[src/rtl/pwm_generator.sv]
// PWM responder for the motor-controller handshake: drives H-bridge pwm_signal/pwm_dir_out from requests.
// Latency: a request is applied at the next PWM period boundary (IDLE: next clock); pwm_done one clock after capture edge at the earliest.
// Backpressure: none on pwm_update; repeats while a request is pending overwrite it (latest wins), busy flags pending/dead band.
module pwm_generator #(
    parameter int CLK_DIV  = 8,
    parameter int DEADTIME = 16
) (
    input  logic       clock,
    input  logic       reset_n,
    input  logic       pwm_enable,
    input  logic       pwm_update,
    input  logic [7:0] pwm_ratio,
    input  logic       pwm_direction,
    output logic       pwm_done,
    output logic       pwm_signal,
    output logic       pwm_dir_out,
    output logic       busy
);

    // Counter widths stay at least one bit so CLK_DIV=1 / DEADTIME=1 still elaborate.
    localparam int TW = (CLK_DIV  > 1) ? $clog2(CLK_DIV)  : 1;
    localparam int DW = (DEADTIME > 1) ? $clog2(DEADTIME) : 1;

    localparam logic [TW-1:0] TICK_LAST = TW'(CLK_DIV - 1);
    localparam logic [DW-1:0] DEAD_LAST = DW'(DEADTIME - 1);
    localparam logic [7:0]    CNT_LAST  = 8'd254;

    typedef enum logic [1:0] {
        IDLE = 2'd0,
        RUN  = 2'd1,
        DEAD = 2'd2
    } state_t;

    // Architectural state
    state_t        state;
    logic [TW-1:0] tick_cnt;
    logic [7:0]    pwm_cnt;
    logic [DW-1:0] dead_cnt;
    logic [7:0]    active_ratio;
    logic [7:0]    pend_ratio;
    logic          pend_dir;
    logic          pending;

    // Next-state values
    state_t        state_nxt;
    logic [TW-1:0] tick_cnt_nxt;
    logic [7:0]    pwm_cnt_nxt;
    logic [DW-1:0] dead_cnt_nxt;
    logic [7:0]    active_ratio_nxt;
    logic          dir_nxt;
    logic          pending_nxt;
    logic          apply;
    logic          signal_nxt;
    logic          busy_nxt;

    // Decoded timing events
    logic tick;
    logic boundary;
    logic dead_end;

    // Tick and period-boundary decode from the current counters.
    always_comb begin
        tick     = (state != IDLE) && (tick_cnt == TICK_LAST);
        boundary = (state == RUN)  && tick && (pwm_cnt == CNT_LAST);
        dead_end = (state == DEAD) && tick && (dead_cnt == DEAD_LAST);
    end

    // Next-state logic: counters, ratio/direction application and mode changes.
    always_comb begin
        state_nxt        = state;
        tick_cnt_nxt     = tick_cnt;
        pwm_cnt_nxt      = pwm_cnt;
        dead_cnt_nxt     = dead_cnt;
        active_ratio_nxt = active_ratio;
        dir_nxt          = pwm_dir_out;
        apply            = 1'b0;

        case (state)
            IDLE: begin
                // Motor not driven, so a pending request (even a reversal) applies at once.
                tick_cnt_nxt = '0;
                pwm_cnt_nxt  = '0;
                dead_cnt_nxt = '0;
                if (pending) begin
                    apply            = 1'b1;
                    active_ratio_nxt = pend_ratio;
                    dir_nxt          = pend_dir;
                end
                if (pwm_enable) begin
                    state_nxt = RUN;
                end
            end

            RUN: begin
                if (!pwm_enable) begin
                    state_nxt    = IDLE;
                    tick_cnt_nxt = '0;
                    pwm_cnt_nxt  = '0;
                end else begin
                    tick_cnt_nxt = tick ? '0 : tick_cnt + 1'b1;
                    if (tick) begin
                        pwm_cnt_nxt = (pwm_cnt == CNT_LAST) ? 8'd0 : pwm_cnt + 8'd1;
                    end
                    // Ratio changes only at the wrap, so no period is ever truncated.
                    if (boundary && pending) begin
                        if (pend_dir == pwm_dir_out) begin
                            apply            = 1'b1;
                            active_ratio_nxt = pend_ratio;
                        end else begin
                            state_nxt    = DEAD;
                            dead_cnt_nxt = '0;
                        end
                    end
                end
            end

            DEAD: begin
                if (!pwm_enable) begin
                    state_nxt    = IDLE;
                    tick_cnt_nxt = '0;
                    pwm_cnt_nxt  = '0;
                    dead_cnt_nxt = '0;
                end else begin
                    tick_cnt_nxt = tick ? '0 : tick_cnt + 1'b1;
                    pwm_cnt_nxt  = '0;
                    if (tick) begin
                        dead_cnt_nxt = dead_cnt + 1'b1;
                    end
                    // Dead band over: flip direction and restart the period from zero.
                    if (dead_end) begin
                        apply            = 1'b1;
                        active_ratio_nxt = pend_ratio;
                        dir_nxt          = pend_dir;
                        dead_cnt_nxt     = '0;
                        state_nxt        = RUN;
                    end
                end
            end

            default: begin
                state_nxt    = IDLE;
                tick_cnt_nxt = '0;
                pwm_cnt_nxt  = '0;
                dead_cnt_nxt = '0;
            end
        endcase

        // A new capture on the apply cycle becomes the next request; otherwise apply retires it.
        if (pwm_update) begin
            pending_nxt = 1'b1;
        end else if (apply) begin
            pending_nxt = 1'b0;
        end else begin
            pending_nxt = pending;
        end

        // Outputs are registered from next-state values so they track the state without a cycle of skew.
        signal_nxt = (state_nxt == RUN) && (pwm_cnt_nxt < active_ratio_nxt);
        busy_nxt   = pending_nxt || (state_nxt == DEAD);
    end

    // State and registered outputs; reset discards any pending request.
    always_ff @(posedge clock or negedge reset_n) begin
        if (!reset_n) begin
            state        <= IDLE;
            tick_cnt     <= '0;
            pwm_cnt      <= '0;
            dead_cnt     <= '0;
            active_ratio <= '0;
            pend_ratio   <= '0;
            pend_dir     <= 1'b0;
            pending      <= 1'b0;
            pwm_dir_out  <= 1'b0;
            pwm_signal   <= 1'b0;
            pwm_done     <= 1'b0;
            busy         <= 1'b0;
        end else begin
            state        <= state_nxt;
            tick_cnt     <= tick_cnt_nxt;
            pwm_cnt      <= pwm_cnt_nxt;
            dead_cnt     <= dead_cnt_nxt;
            active_ratio <= active_ratio_nxt;
            pending      <= pending_nxt;
            pwm_dir_out  <= dir_nxt;
            pwm_signal   <= signal_nxt;
            pwm_done     <= apply;
            busy         <= busy_nxt;
            if (pwm_update) begin
                pend_ratio <= pwm_ratio;
                pend_dir   <= pwm_direction;
            end
        end
    end

endmodule

[config.mk]
export PLATFORM = sky130hd
export DESIGN_NAME = pwm_generator
export DESIGN_NICKNAME = d
export VERILOG_FILES = /design/src/rtl/pwm_generator.sv
export SDC_FILE = /design/constraint.sdc
export NUM_CORES = 1
export LEC_CHECK = 0
export BUFFER_PORTS_ARGS = -buffer_cell sky130_fd_sc_hd__buf_2
export CAP_MARGIN = 10
export CORE_MARGIN = 2
export CORE_UTILIZATION = 45
export CTS_CLUSTER_DIAMETER = 200
export DETAILED_ROUTE_END_ITERATION = 12
export SYNTH_ARGS = -nofsm -noshare
export SYNTH_HDL_FRONTEND = slang
export SYNTH_SLANG_ARGS = --single-unit
[constraint.sdc]
create_clock -name clock -period 4.1 [get_ports clock]
set_input_delay 0.205 -clock clock [delete_from_list [all_inputs] [get_ports clock]]
set_output_delay 0.205 -clock clock [all_outputs]
set_load 0.01 [all_outputs]
==> out/metrics.yaml <==
antennaDiodeCount: 0
grt_pass1_wl_um: 8093
grt_overflow: 0
coreArea_mm2: 0.004786
use_met1_pct: 30.83
yosysWarnings: 0
viasPerCell: 5.596
required_ps: 4330
max-vdd-ir-drop_uv: 340.5
hold_buffers: 0
tightest_slew_ps: 850.7
cts_buffers: 5
arrival_ps: 3750
crit_end: "pwm_signal"
netlist.area_leader.share_pct: 43.00
grt_max_degree: 40
critPathLaunchType: "register"
p_leak_nw: 1.161
r2r-start: "state[0]"
grtUsageMet2_pct: 26.02
syn_avg_cell_area_um2: 10.32
place_congestion: 0.8648
period_minus_slack_ps: 3517
totalWireLength_um: 4787
cp-startpoint: "state[0]"
syn_area_mm2: 0.002270
cp_max_fo: 14
yosysSeqAreaShare_pct: 43.00
multi_input_area_mm2: 0.001220
drt-pass1-iter-count: 4
io_pins: 17
yosys-top-cells-area: "dfrtp_1 (43%), ha_1 (8.8%), mux2_2 (4.0%)"
ys_ff_latch: 39
finalHoldViolCount: 0
clkTransAtPathRegs_ps: 80
grt_use_total_pct: 19.36
die_h_um: 75.02
syn_inst: 220
synth_top_area_cell: "dfrtp_1"
regArea_um2: 975.9
cts_tree: "built"
clock_skew_ps: 7.025
antenna_found_initial: 0
final_nets: 268
drive_gt1_share_pct: 20.42
post_cts_buffers: 0
clk_path_buf_depth: 2
htreeDepth: 2
syn_nets: 249
num_rows: 25
crit_type: "register to register"
r2r_cells: 14
route.vias.total: 1718
relSlewSlack_pct: 43.28
r2r_end: "pwm_signal"
power_density_mw_per_mm2: 488.5
async_flop_share_pct: 100.0
clkLatencyLatePin_ps: 290
drcViolationCount: 0
yosys_most_used_dff: "dfrtp_1"
synth_edf_count: 0
cts_resized: 0
pre_cts_ws_ps: 585.5
finalSetupViolations: 0
gr-max-usage-layer: "met1"
wl_per_cell_um: 15.59
synth.distinct_cells: 56
io_buffers: 16
dp_hpwl_um: 3643
grt_pass1_vias: 1597
met3_usage_pct: 4.418
post-route-period-util_pct: 85.79
rrSetupSlack_ps: 580
setup_ws_ps: 582.7
setup_tns_ps: 0
fp.dieW_um: 75.02
syn_to_final_growth_pct: 12.29
first_iter_violations: 109
rsz0062_at_grt: "false"
ant_nets: 0
final_cell_mix: "dfrtp_1 (39), nor2_1 (20), nand2_1 (18), ha_1 (16), buf_2 (16)"
cts-root-buf: "clkbuf_8"
hold_class: "input pin to asynchronous set/reset pin"
initial_core_util_pct: 47.42
drv_cap: 0
fillers: 443
slew_viol_final: 0
endpoint_kind: "register"
cts_sinks: 39
status: "complete, no violations"
max_freq_ghz: 0.2843
die_area_mm2: 0.005628
final_common_cell: "dfrtp_1"
-- critical path, cell delays in order, from the launching register on --
cell	delay (ps)
dfrtp_1	440
inv_1	100
ha_1	360
nand3b_1	300
nor3_1	430
nor2_1	120
a21oi_2	260
buf_4	220
a22oi_1	100
ha_1	300
a21o_1	160
a21oi_1	120
o21ai_0	90
a221oi_1	250
o2111a_1	210
-- cells by family (layout without fill, tap and decap cells) --
logic type / count (synthesis) / after routing / share of synthesized area [%]
DFF: 39 / 39 / 43.00
adders and majority gates: 16 / 16 / 8.820
and+or+nand+nor: 70 / 70 / 16.59
xor gates and xnor gates: 8 / 8 / 3.087
buffers and inverters: 18 / 38 / 3.252
muxes: 9 / 9 / 4.410
AOI/OAI and AO/OA: 60 / 60 / 20.84
-- cells in the mapped netlist (6+ instances only) --
| cell type | number |
|---|---|
| dfrtp_1 | 39 |
| nor2_1 | 20 |
| nand2_1 | 18 |
| ha_1 | 16 |
| a21oi_1 | 9 |
| inv_1 | 9 |
| a22o_1 | 8 |
| mux2_2 | 8 |
| o21ai_0 | 8 |
| a22oi_1 | 7 |
| clkbuf_1 | 6 |
| nand4_1 | 6 |
-- flip-flops by register name, indices dropped and copies added, names as in the netlist --
register,cells
active_ratio,8
busy,1
dead_cnt,4
pend_dir,1
pend_ratio,8
pending,1
pwm_cnt,8
pwm_dir_out,1
pwm_done,1
pwm_signal,1
state,2
tick_cnt,3
-- layer usage --
layer	up-vias	routed length, um
li1	849	-
met3	7	152
met1	838	2544
met2	24	2032
met5	-	0
met4	0	58
-- power breakdown --
| group | internal, mW | switching (mW) | total, mW |
|---|---|---|---|
| sequential | 0.457 | 0.0556 | 0.512 |
| clock | 0.197 | 0.134 | 0.331 |
| combinational | 0.187 | 0.215 | 0.402 |
-- metrics by stage --
stage	util [%]	instance area, um2	hold WS (ps)	power (mW)	instances
after global placement	50.80	2431	371.4	0.9184	299
final	53.25	2549	15.54	1.245	307
after floorplan	-	2270	-90.59	0.7999	220
after detailed placement	50.80	2431	367.2	0.9180	299
after CTS	53.25	2549	53.08	1.254	307
after global routing	53.25	2549	79.77	1.331	307
-- worst min path at each step --
stage | from | end | slack (ps) | cells past startpoint
after CTS | reset_n | dead_cnt[0] | 50 | 1
after detailed placement | reset_n | dead_cnt[0] | 370 | 1
after global placement | reset_n | dead_cnt[0] | 370 | 1
after floorplan | reset_n | active_ratio[0] | -90 | 0
final | reset_n | pwm_cnt[1] | 20 | 1
after global routing | reset_n | pwm_cnt[2] | 80 | 1
-- layout make-up --
class	count	area share, %
clock buffer	6	3.240
clock inverter	2	1.375
inverter	9	1.325
multi-input combinational	163	47.86
sequential	39	38.29
tap	67	3.289
timing repair buffer	21	4.615
Power figures use the tool's default switching activity.
